==> config.mk <==
export PLATFORM = sky130hd
export DESIGN_NAME = crc5_req_arbiter_flat
export DESIGN_NICKNAME = d
export VERILOG_FILES = /design/src/rtl/crc5_req_arbiter_if.sv /design/src/rtl/crc5_req_arbiter.sv /design/src/flat_wrapper.sv
export SDC_FILE = /design/constraint.sdc
export NUM_CORES = 1
export LEC_CHECK = 0
export CAP_MARGIN = 40
export CELL_PAD_IN_SITES_DETAIL_PLACEMENT = 1
export CELL_PAD_IN_SITES_GLOBAL_PLACEMENT = 1
export CORE_ASPECT_RATIO = 0.7
export CORE_MARGIN = 2
export CORE_UTILIZATION = 32
export CTS_CLUSTER_DIAMETER = 30
export DETAILED_ROUTE_END_ITERATION = 10
export PLACE_DENSITY_LB_ADDON = 0.3
export SLEW_MARGIN = 15
export SYNTH_ARGS = -nofsm -noshare
export SYNTH_HDL_FRONTEND = slang
export SYNTH_SLANG_ARGS = --single-unit
export TNS_END_PERCENT = 30
==> constraint.sdc <==
create_clock -name clk -period 2.2 [get_ports clk]
set_input_delay 0.44 -clock clk [delete_from_list [all_inputs] [get_ports clk]]
set_output_delay 0.44 -clock clk [all_outputs]
set_load 0.02 [all_outputs]
==> src/rtl/crc5_req_arbiter_if.sv <==
// Bundle between the token-packet builders / CRC5 engine (master side)
// and the round-robin arbiter that shares the engine (slave side).
interface crc5_req_arbiter_if #(
    parameter int NREQ = 4,
    parameter int DW   = 11
);
    logic [NREQ-1:0]    req;
    logic [NREQ*DW-1:0] req_data;
    logic [NREQ-1:0]    gnt;
    logic [NREQ-1:0]    rsp_valid;
    logic [4:0]         rsp_crc;
    logic               rsp_err;
    logic               eng_start;
    logic [DW-1:0]      eng_data;
    logic               eng_rec;
    logic               eng_computing;
    logic               eng_done;
    logic [4:0]         eng_crc;
    logic [7:0]         err_cnt;

    modport master (
        output req, req_data, eng_computing, eng_done, eng_crc,
        input  gnt, rsp_valid, rsp_crc, rsp_err, eng_start, eng_data, eng_rec, err_cnt
    );

    modport slave (
        input  req, req_data, eng_computing, eng_done, eng_crc,
        output gnt, rsp_valid, rsp_crc, rsp_err, eng_start, eng_data, eng_rec, err_cnt
    );
endinterface

==> src/rtl/crc5_req_arbiter.sv <==
// Round-robin arbiter sharing one CRC5 engine between NREQ token builders;
// drives the engine start/rec handshake and returns CRC or timeout per requester.
module crc5_req_arbiter #(
    parameter int NREQ    = 4,
    parameter int DW      = 11,
    parameter int TIMEOUT = 64
) (
    input logic                 clk,
    input logic                 rst_n,
    crc5_req_arbiter_if.slave   bus
);
    localparam int IW = $clog2(NREQ);

    typedef enum logic [1:0] {IDLE, START, WAIT, ACK} state_t;

    state_t          state;
    logic [IW-1:0]   rr_ptr;
    logic [IW-1:0]   g;
    logic [7:0]      cnt;
    logic            busy_seen;

    logic [NREQ-1:0] gnt_q;
    logic [NREQ-1:0] rsp_valid_q;
    logic [4:0]      rsp_crc_q;
    logic            rsp_err_q;
    logic            eng_start_q;
    logic [DW-1:0]   eng_data_q;
    logic            eng_rec_q;
    logic [7:0]      err_cnt_q;

    logic [IW-1:0]   pick;
    logic [DW-1:0]   sel_data;
    logic            abort;

    // First set request at or after rr_ptr, wrapping modulo NREQ.
    always_comb begin
        // NOTE: every always_comb output gets a default first so no latch is inferred.
        pick     = rr_ptr;
        sel_data = '0;
        for (int k = NREQ - 1; k >= 0; k--) begin
            if (bus.req[(int'(rr_ptr) + k) % NREQ]) pick = IW'((int'(rr_ptr) + k) % NREQ);
        end
        for (int k = 0; k < NREQ; k++) begin
            if (pick == IW'(k)) sel_data = bus.req_data[k*DW +: DW];
        end
    end

    // An engine that never reports busy within two cycles of start is treated as timed out.
    assign abort = (cnt == 8'(TIMEOUT - 1)) ||
                   (cnt == 8'd1 && !busy_seen && !bus.eng_computing);

    // NOTE: async reset; all state uses non-blocking assignments so every register samples pre-edge values.
    always_ff @(posedge clk or negedge rst_n) begin
        if (!rst_n) begin
            state       <= IDLE;
            rr_ptr      <= '0;
            g           <= '0;
            cnt         <= '0;
            busy_seen   <= 1'b0;
            gnt_q       <= '0;
            rsp_valid_q <= '0;
            rsp_crc_q   <= '0;
            rsp_err_q   <= 1'b0;
            eng_start_q <= 1'b0;
            eng_data_q  <= '0;
            eng_rec_q   <= 1'b0;
            err_cnt_q   <= '0;
        end else begin
            case (state)
                IDLE: begin
                    if (|bus.req) begin
                        g           <= pick;
                        eng_data_q  <= sel_data;
                        gnt_q       <= {{(NREQ-1){1'b0}}, 1'b1} << pick;
                        eng_start_q <= 1'b1;
                        state       <= START;
                    end
                end
                START: begin
                    eng_start_q <= 1'b0;
                    cnt         <= '0;
                    busy_seen   <= 1'b0;
                    state       <= WAIT;
                end
                WAIT: begin
                    busy_seen <= busy_seen | bus.eng_computing;
                    if (bus.eng_done) begin
                        rsp_crc_q   <= bus.eng_crc;
                        rsp_err_q   <= 1'b0;
                        rsp_valid_q <= gnt_q;
                        eng_rec_q   <= 1'b1;
                        state       <= ACK;
                    end else if (abort) begin
                        rsp_crc_q   <= '0;
                        rsp_err_q   <= 1'b1;
                        rsp_valid_q <= gnt_q;
                        eng_rec_q   <= 1'b1;
                        if (err_cnt_q != 8'hFF) err_cnt_q <= err_cnt_q + 8'd1;
                        state       <= ACK;
                    end else begin
                        cnt <= cnt + 8'd1;
                    end
                end
                ACK: begin
                    rsp_valid_q <= '0;
                    eng_rec_q   <= 1'b0;
                    gnt_q       <= '0;
                    rr_ptr      <= (g == IW'(NREQ - 1)) ? '0 : g + 1'b1;
                    state       <= IDLE;
                end
                default: state <= IDLE;
            endcase
        end
    end

    assign bus.gnt       = gnt_q;
    assign bus.rsp_valid = rsp_valid_q;
    assign bus.rsp_crc   = rsp_crc_q;
    assign bus.rsp_err   = rsp_err_q;
    assign bus.eng_start = eng_start_q;
    assign bus.eng_data  = eng_data_q;
    assign bus.eng_rec   = eng_rec_q;
    assign bus.err_cnt   = err_cnt_q;
endmodule
==> src/flat_wrapper.sv <==
// flat-port wrapper written by rule: the top's interface ports become plain ports
module crc5_req_arbiter_flat 
#(
    parameter int NREQ    = 4,
    parameter int DW      = 11,
    parameter int TIMEOUT = 64
)
  (clk, rst_n, bus_req, bus_req_data, bus_eng_computing, bus_eng_done, bus_eng_crc, bus_gnt, bus_rsp_valid, bus_rsp_crc, bus_rsp_err, bus_eng_start, bus_eng_data, bus_eng_rec, bus_err_cnt);
  crc5_req_arbiter_if #(.NREQ(NREQ), .DW(DW)) bus_i ();
  input logic clk;
  input logic rst_n;
  input wire logic [$bits(bus_i.req)-1:0] bus_req;
  input wire logic [$bits(bus_i.req_data)-1:0] bus_req_data;
  input wire logic [$bits(bus_i.eng_computing)-1:0] bus_eng_computing;
  input wire logic [$bits(bus_i.eng_done)-1:0] bus_eng_done;
  input wire logic [$bits(bus_i.eng_crc)-1:0] bus_eng_crc;
  output wire logic [$bits(bus_i.gnt)-1:0] bus_gnt;
  output wire logic [$bits(bus_i.rsp_valid)-1:0] bus_rsp_valid;
  output wire logic [$bits(bus_i.rsp_crc)-1:0] bus_rsp_crc;
  output wire logic [$bits(bus_i.rsp_err)-1:0] bus_rsp_err;
  output wire logic [$bits(bus_i.eng_start)-1:0] bus_eng_start;
  output wire logic [$bits(bus_i.eng_data)-1:0] bus_eng_data;
  output wire logic [$bits(bus_i.eng_rec)-1:0] bus_eng_rec;
  output wire logic [$bits(bus_i.err_cnt)-1:0] bus_err_cnt;
  assign bus_i.req = bus_req;
  assign bus_i.req_data = bus_req_data;
  assign bus_i.eng_computing = bus_eng_computing;
  assign bus_i.eng_done = bus_eng_done;
  assign bus_i.eng_crc = bus_eng_crc;
  assign bus_gnt = bus_i.gnt;
  assign bus_rsp_valid = bus_i.rsp_valid;
  assign bus_rsp_crc = bus_i.rsp_crc;
  assign bus_rsp_err = bus_i.rsp_err;
  assign bus_eng_start = bus_i.eng_start;
  assign bus_eng_data = bus_i.eng_data;
  assign bus_eng_rec = bus_i.eng_rec;
  assign bus_err_cnt = bus_i.err_cnt;
  crc5_req_arbiter #(.NREQ(NREQ), .DW(DW), .TIMEOUT(TIMEOUT)) u_core (.clk(clk), .rst_n(rst_n), .bus(bus_i));
endmodule
# [Word level (Yosys, flattened, before mapping)]
# Cells that the tools add are included.
[totals] regBits=50 in_bits=57 out_inout_bits=35 elab_cells=108
[classes] addsub=6 magnitude_cmp=4 n_eq_ne=14 shifts=1 mux=41 bitwise=5 n_reduce_logical=24
[op_table] op="11-bit 2-to-1 mux" count=4
[op_table] op="8-bit by 1-bit adder with 8-bit output (second input constant)" count=2
[op_table] op="2-bit 2-to-1 mux" count=8
[op_table] op="8-bit 2-to-1 mux" count=2
[op_table] op="4-bit one-hot mux with 2 select lines" count=2
[op_table] op="8-bit one-hot mux with 2 select lines" count=1
[op_table] op="3-bit by 4-bit less-than comparator with 1-bit output (second input constant)" count=3
[op_table] op="4-bit 2-to-1 mux" count=3
[op_table] op="2-bit AND reduction" count=6
[op_table] op="1-bit 2-to-1 mux" count=11
[op_table] op="2-bit equality test (second input constant)" count=5
[op_table] op="5-bit 2-to-1 mux" count=2
[op_table] op="2-bit nonzero test" count=5
[op_table] op="1-bit binary-select mux with 2-bit select" count=4
[op_table] op="8-bit by 1-bit equality test with 1-bit output (second input constant)" count=1
[op_table] op="8-bit by 6-bit equality test with 1-bit output (second input constant)" count=1
[op_table] op="8-bit inequality test (second input constant)" count=1
[op_table] op="2-bit one-hot mux with 4 select lines" count=1
[op_table] op="1-bit one-hot mux with 2 select lines" count=3
[op_table] op="2-bit OR reduction" count=3
[op_table] op="2-bit by 1-bit adder with 2-bit output (second input constant)" count=2
[op_table] op="2-bit adder (second input constant)" count=2
[op_table] op="2-bit by 1-bit equality test with 1-bit output (second input constant)" count=2
[op_table] op="2-bit zero test" count=2
[op_table] op="14 further kinds" count=19

# [Depth between registers and ports, before layout]
# Gate-level depths: netlist of run 1.
[depth] depth_word=15 depth_mapped=9 mapped_depth_nobuf=8

# [Worst setup path after synthesis of run 1]
# Ideal clock, no wire load.
[synth_path] path_type="flip-flop to flip-flop" startpoint="register u_core.state[0]" endpoint="register u_core.cnt[5]" setup_ns=0.069 arrival_time_ns=1.853 t_required_ns=2.131 setup_slack_ns=0.278 path_stages_with_launch=10 n_path_buf=2 synth_period_minus_slack_ns=1.922 path_cell_list="dfrtp_1 > inv_1 > ha_1 > clkbuf_1 > and2_1 > clkbuf_1 > nor2_1 > nand2_1 > or4_1 > nand3_1"
[synth_via] elab_chain_len=3 elab_cells_between_ends=7 classes_between="eq/ne (4); mux (1); reduce/logical (2)"
[synth_lines] item="from (decl)" line="crc5_req_arbiter.sv:16" source="state_t state;"
[synth_lines] item="from (signal assigned)" line="crc5_req_arbiter.sv:55" source="state <= IDLE;"
[synth_lines] item="from (signal assigned)" line="crc5_req_arbiter.sv:76" source="state <= START;"
[synth_lines] item="from (signal assigned)" line="crc5_req_arbiter.sv:83" source="state <= WAIT;"
[synth_lines] item="2-bit equality test or 2-bit by 1-bit equality test with 1-bit output (tied branches)" line="crc5_req_arbiter.sv:69" source="case (state)"
[synth_lines] item="2-bit inequality test (no source line) or 2-bit nonzero test (tied branches)"
[synth_lines] item="3-bit AND reduction (no source line)"
[synth_lines] item="to (signal assigned)" line="crc5_req_arbiter.sv:101" source="cnt <= cnt + 8'd1;"
[synth_lines] item="to (decl)" line="crc5_req_arbiter.sv:19" source="logic [7:0] cnt;"
# Several ways; a longest one is shown, not always the timed one.
# A chain may end at the register's enable or synchronous reset.

# [Final worst setup path of run 1]
[layout_path] startpoint="register u_core.cnt[1]" endpoint="register u_core.state[1]"
[layout_via] elab_chain_len=6 elab_cells_between_ends=7 classes_between="eq/ne (3); reduce/logical (4)"
[layout_lines] item="8-bit by 1-bit equality test with 1-bit output" line="crc5_req_arbiter.sv:50" source="(cnt == 8'd1 && !busy_seen && !bus.eng_computing);"
[layout_lines] item="1-bit logical AND (2 in series)" line="crc5_req_arbiter.sv:50"
[layout_lines] item="1-bit logical OR *" line="crc5_req_arbiter.sv:49" source="assign abort = (cnt == 8'(TIMEOUT - 1)) ||"
[layout_lines] item="3-bit by 2-bit inequality test with 1-bit output (no source line) *"
[layout_lines] item="2-bit AND reduction (no source line) *"
# Mark *: on every way between the ends. The rest lies on a longest branch, timed or not.

==> results of run 1 <==
==> timing repair <==
| action | in CTS | in global routing |
|---|---|---|
| endpoints found under the setup margin | 0 | 16 |
| gates resized for setup | 0 | 2 |
| buffers inserted | 0 | 0 |
==> through the flow <==
step	total power, W	std cells	setup WS (ps)
2_1_floorplan	0.00290	265	278
3_3_place_gp	0.00404	481	-143
3_5_place_dp	0.00415	481	-181
4_1_cts	0.00509	488	74.6
5_1_grt	0.00537	488	-75.4
6_report	0.00504	488	86.5
==> power groups by stage <==
| stage | logic (W) | clock network, W | registers (W) |
|---|---|---|---|
| floorplan | 0.00117 | 0 | 0.00173 |
| global placement | 0.00255 | 0 | 0.00148 |
| detailed placement | 0.00266 | 0 | 0.00150 |
| CTS | 0.00268 | 0.000920 | 0.00149 |
| global route | 0.00288 | 0.000955 | 0.00154 |
| finish | 0.00265 | 0.000899 | 0.00149 |
==> cell families after synthesis <==
logic type                 count (synthesis)
DFF                                       50
buffers and inverters                     20
xor gates and xnor gates                   7
muxes                                     22
and+or+nand+nor                           79
adders and majority gates                  9
AOI/OAI and AO/OA                         78
==> sequential cells by signal, indices dropped and copies added, names as in the netlist <==
register and cells:
u_core.bus.eng_start 1, u_core.bus.eng_rec 1, u_core.rr_ptr 2, u_core.bus.rsp_crc 5, u_core.bus.rsp_err 1, u_core.bus.err_cnt 8
u_core.bus.eng_data 11, u_core.g 2, u_core.cnt 8, u_core.bus.rsp_valid 4, u_core.bus.gnt 4, u_core.state 2
u_core.busy_seen 1
==> cell type report <==
class,count,area [um2],share of cell area (%)
timing repair buffer,121,1140,27.6
sequential,50,1250,30.2
clock buffer,5,125,3.02
tap,105,131,3.17
multi-input combinational,195,1420,34.3
inverter,10,37.5,0.905
clock inverter,2,38.8,0.935
==> path summary, 6_finish.rpt <==
check / startpoint / slack, ps / to
max reg2reg: u_core.cnt[1] / 90 / u_core.state[1]
max in group asynchronous: rst_n / 1490 / u_core.bus.eng_start
min in group clk: u_core.bus.eng_data[8] / 490 / u_core.bus.eng_data[8]
min: rst_n / 250 / u_core.bus.err_cnt[3]
max: u_core.cnt[1] / 90 / u_core.state[1]
min reg2reg: u_core.bus.eng_data[8] / 490 / u_core.bus.eng_data[8]
==> worst max-delay path, cell delays in order, from the launching register on <==
cell,delay (ps)
dfrtp_1,410
inv_1,90
ha_1,140
or3b_2,470
o22ai_4,190
a21o_4,200
nor2_1,110
nor2_2,190
mux2i_1,220
==> synthesized netlist by cell type, drive strengths merged <==
| cell | number | area share [%] |
|---|---|---|
| o21ai | 21 | 4.0 |
| a2bb2oi | 1 | 0.32 |
| nor3 | 3 | 0.92 |
| clkinv | 1 | 0.14 |
| a21oi | 12 | 2.2 |
| a22oi | 13 | 3.6 |
| mux2i | 14 | 5.1 |
| o211ai | 1 | 0.27 |
| a41oi | 1 | 0.32 |
| dfrtp | 50 | 46 |
| a21o | 8 | 2.5 |
| nand4 | 3 | 0.92 |
| nand2b | 2 | 0.46 |
| o22ai | 7 | 2.1 |
| a32oi | 1 | 0.32 |
| o221ai | 2 | 0.64 |
| nand2 | 27 | 3.7 |
| mux2 | 8 | 3.3 |
| buf | 2 | 0.37 |
| or3b | 1 | 0.32 |
| or4 | 2 | 0.69 |
| ha | 9 | 4.1 |
| and4b | 1 | 0.50 |
| o2bb2ai | 2 | 0.64 |
| and4 | 2 | 0.64 |
| a22o | 6 | 1.9 |
| inv | 9 | 1.2 |
| nand3 | 8 | 1.8 |
| xnor2 | 6 | 1.9 |
| and3 | 6 | 1.4 |
| clkbuf | 8 | 1.1 |
| xor2 | 1 | 0.32 |
| nor2b | 5 | 1.2 |
| and2 | 2 | 0.46 |
| or3 | 2 | 0.46 |
| o32a | 1 | 0.37 |
| nand3b | 1 | 0.27 |
| o21a | 1 | 0.27 |
| nor2 | 12 | 2.6 |
| nor4 | 2 | 0.46 |
| o41ai | 1 | 0.32 |
==> routing by layer <==
| layer | GRT usage, % | vias up | routed length (um) | share of wire (%) |
|---|---|---|---|---|
| met5 | 0 | - | 0 | 0 |
| met4 | 6.22 | 0 | 148 | 1.7 |
| met3 | 4.70 | 12 | 312 | 3.6 |
| met2 | 29.2 | 46 | 3940 | 45 |
| met1 | 27.7 | 1304 | 4290 | 49 |
| li1 | - | 1211 | - | - |
==> metrics, run 1 <==
outcome complete, no violations; gr ovfl total 0; Cells after Synth 265; initial antenna violation count 0; CP arrival 2320 ps; mux contribution to synthesized area 8.42%; largest family of logic cells by synthesized area compound AO/OA/AOI/OAI gates; DRC violations left 0; DP Area 0.00397 mm2; post-route setup TNS 0 ps; depth of the worst register-to-register path 8; Final Hold Vio Count 0; Layout Nets 449; Switching Share 40.2%; first-pass GRT wire length 14000 um; Num CTS Buffers 5; Sw Pwr 0.00203 W; # clock sinks 50; Post-Synth Adder-Cell Area 4.12%; Yosys reg bits 50; Worst Setup Path Type reg2reg; sequential share of power 29.5%; via count 2573; combinational power share 52.6%; Inserted Diodes 0; largest net degree at the start of global routing 51; fillers 938; max_slew headroom 55.0%; hold_ws 255 ps; Clock Pin Slew Worst Setup and Hold Paths 70 ps; syn_nets 331; Die Span Y 81.3 um; Slew @ Worst Pin 675 ps; Layout Skew 10.4 ps; synthesized-area fraction occupied by and/or/nand/nor cells 16.8%; Clk Latency, worst-skew pair 300 ps; CTS max path bufs 2; worst vdd ir 586 uV; Synth Area in Compound Gates 19.7%; CTS root buf clkbuf_16; Area growth, synth to finish 51.8%; CP startpoint kind register; GRT Resource Usage Total 19.5%; CTS tree done; Core ar. 0.00837 mm2; vias in the first global route 2767; Initial Util 32.6%; Final GP Congestion 0.777; final count of pins violating max slew 0; Yosys warnings 0; Pint 0.00302 W; commonest cells after routing, fill and taps aside clkdlybuf4s50_1 (90), dfrtp_1 (50), buf_4 (29); Seq/Total Area, Yosys 45.8%; post-route ant nets 0; DR pass1 iterations 4; WP data required 2410 ps; Syn Area/Cell 10.3 um2; power density over cell area 1220 mW/mm2; synthesized cell area 0.00273 mm2; RSZ-0062 raised after global routing yes; Post-CTS Hold Fix Bufs 0; initial DRC count 82; fin crit share 96.1%; Max Cap Violations 0; input/output buffers 91; H-tree Lvls 2; DPL Wire Length 6550 um; commonest non-fill, non-tap cell in the layout clkdlybuf4s50_1; Worst Setup End Kind register; static leakage 1.80 nW; Rows 28; Final setup viols 0; power share of the clock group 17.8%; Hold Crit Class in2async; count of different cell masters after synthesis 54; num ports 92; Fmax 473 MHz; Die ar. 0.00931 mm2; fin crit period 2110 ps; Vias/cell 5.27; share of layout cells above drive strength 1 14.9%; Design Area, Final 0.00415 mm2; CP Max Fanout 6; WL final 8690 um; drt wl/cell 17.8 um; xor/xnor share of the synthesized area 2.24%; Chip Width 114 um; Finished Core Util 49.6%
No activity file was read; power rests on OpenSTA's default activity.
==> inputs of run 2 (changes only) <==
--- a/config.mk
+++ b/config.mk
@@ -9,11 +9,10 @@
 export CELL_PAD_IN_SITES_DETAIL_PLACEMENT = 1
 export CELL_PAD_IN_SITES_GLOBAL_PLACEMENT = 1
 export CORE_ASPECT_RATIO = 0.7
-export CORE_MARGIN = 2
 export CORE_UTILIZATION = 32
 export CTS_CLUSTER_DIAMETER = 30
 export DETAILED_ROUTE_END_ITERATION = 10
-export PLACE_DENSITY_LB_ADDON = 0.3
+export PLACE_DENSITY_LB_ADDON = 0.1
 export SLEW_MARGIN = 15
 export SYNTH_ARGS = -nofsm -noshare
 export SYNTH_HDL_FRONTEND = slang
==> metrics, run 2 (same netlist as run 1, synthesis figures left out) <==
sequential share of power 29.8% (was 29.5%); RSZ-0062 raised after global routing no (was yes); Num CTS Buffers 5 (unchanged); Vias/cell 5.24 (was 5.27); vias in the first global route 2577 (was 2767); Layout Skew 3.84 ps (was 10.4 ps); worst vdd ir 494 uV (was 586 uV); input/output buffers 91 (unchanged); via count 2527 (was 2573); static leakage 1.78 nW (was 1.80 nW); # clock sinks 50 (unchanged); Inserted Diodes 0 (unchanged); power share of the clock group 18.1% (was 17.8%); commonest cells after routing, fill and taps aside clkdlybuf4s50_1 (90), dfrtp_1 (50), nand2_1 (27) (was clkdlybuf4s50_1 (90), dfrtp_1 (50), buf_4 (29)); Max Cap Violations 0 (unchanged); commonest non-fill, non-tap cell in the layout clkdlybuf4s50_1 (unchanged); CP Max Fanout 9 (was 6); final count of pins violating max slew 0 (unchanged); initial DRC count 72 (was 82); total power 0.00500 W (was 0.00504 W); CP arrival 2290 ps (was 2320 ps); Chip Width 112 um (was 114 um); GRT Resource Usage Total 19.6% (was 19.5%); DR pass1 iterations 4 (unchanged); Initial Util 33.8% (was 32.6%); Core ar. 0.00807 mm2 (was 0.00837 mm2); Die ar. 0.00892 mm2 (was 0.00931 mm2); CP startpoint kind primary input (was register); Final GP Congestion 0.766 (was 0.777); fin crit period 2110 ps (about the same); CTS max path bufs 2 (unchanged); Slew @ Worst Pin 657 ps (was 675 ps); gr ovfl total 0 (unchanged); Worst Setup End Kind register (unchanged); combinational power share 52.1% (was 52.6%); Worst Setup Path Type in2reg (was reg2reg); Final Hold Vio Count 0 (unchanged); Finished Core Util 51.2% (was 49.6%); DRC violations left 0 (unchanged); Pint 0.00301 W (was 0.00302 W); Switching Share 39.8% (was 40.2%); flip-flop count of the largest register after layout 11 (unchanged); Rows 27 (was 28); num ports 92 (unchanged); Critical R2R Launch u_core.cnt[1] (unchanged); max_slew headroom 56.2% (was 55.0%); CP startpoint bus_req[3] (was u_core.cnt[1]); Clk Latency, worst-skew pair 300 ps (about the same); WL final 8220 um (was 8690 um); fin crit share 95.8% (was 96.1%); largest net degree at the start of global routing 51 (unchanged); initial antenna violation count 0 (unchanged); Layout Nets 446 (was 449); Sw Pwr 0.00199 W (was 0.00203 W); Die Span Y 79.3 um (was 81.3 um); post-route ant nets 0 (unchanged); Final setup viols 0 (unchanged); Setup Fix Bufs, Post-CTS 0 (unchanged); share of layout cells above drive strength 1 14.7% (was 14.9%); fillers 882 (was 938); CTS tree done (unchanged); DPL Wire Length 6280 um (was 6550 um); Hold Crit Class in2async (unchanged); power density over cell area 1210 mW/mm2 (was 1220 mW/mm2); first-pass GRT wire length 13500 um (was 14000 um); outcome complete, no violations (unchanged); Fmax 474 MHz (was 473 MHz); Area growth, synth to finish 51.1% (was 51.8%); CTS root buf clkbuf_16 (unchanged); WP data required 2380 ps (was 2410 ps); drt wl/cell 17.1 um (was 17.8 um); H-tree Lvls 2 (unchanged); Clock Pin Slew Worst Setup and Hold Paths 70 ps (about the same)
==> run 2: layer usage <==
| layer | GRT usage [%] | wire length [um] |
|---|---|---|
| met5 | 0 | 0 |
| met4 | 4.80 | 76 |
| met3 | 5.57 | 530 |
| met2 | 28.6 | 3430 |
| met1 | 28.3 | 4190 |
==> run 2: what timing repair did <==
action / 4_1_cts / 5_1_grt
setup endpoints to repair: 0 / 6
hold buffers: 0 / 0
resized for setup: 0 / 3
==> run 2: path summary, 6_finish.rpt <==
| check | endpoint | slack (ps) | cells after the start |
|---|---|---|---|
| min | u_core.cnt[3] | 260 | 2 |
| max in group asynchronous | u_core.bus.rsp_crc[4] | 1510 | 2 |
| min in group clk | u_core.bus.eng_data[9] | 480 | 1 |
| max | u_core.bus.eng_data[5] | 90 | 7 |
| max reg2reg | u_core.cnt[1] | 140 | 8 |
| min reg2reg | u_core.bus.eng_data[9] | 480 | 1 |
==> run 2: power by group through the flow <==
stage	Clock (W)	Combinational, W	Sequential (W)
2_1_floorplan	0	0.00117	0.00173
3_3_place_gp	0	0.00255	0.00150
3_5_place_dp	0	0.00262	0.00149
4_1_cts	0.000928	0.00263	0.00149
5_1_grt	0.000964	0.00286	0.00153
6_report	0.000903	0.00260	0.00149
==> run 2: worst max-delay path, cell delays in order <==
cell	delay (ps)
clkdlybuf4s50_1	420
or3_1	370
and4b_4	230
nor2_8	210
mux2_1	340
a22oi_1	190
o21ai_1	80
==> run 2: cell type report <==
class	instances	area [um2]	share of cell area, %
Sequential cell	50	1250	30.3
Multi-Input combinational cell	195	1420	34.5
Inverter	10	37.5	0.909
Tap cell	101	126	3.06
Clock inverter	3	45.0	1.09
Clock buffer	5	125	3.03
Timing Repair Buffer	118	1120	27.1
==> run 2: per-stage QoR <==
stage | hold WS, ps | setup TNS, ps | cell area (um2) | std cells | worst slack (ps)
after floorplan | 144 | 0 | 2730 | 265 | 278
after global placement | 460 | -2340 | 3950 | 474 | -184
after detailed placement | 464 | -3290 | 3950 | 474 | -210
after CTS | 290 | 0 | 4120 | 482 | 107
after global routing | 330 | 0 | 4130 | 482 | 6.27
final | 255 | 0 | 4130 | 482 | 92.1
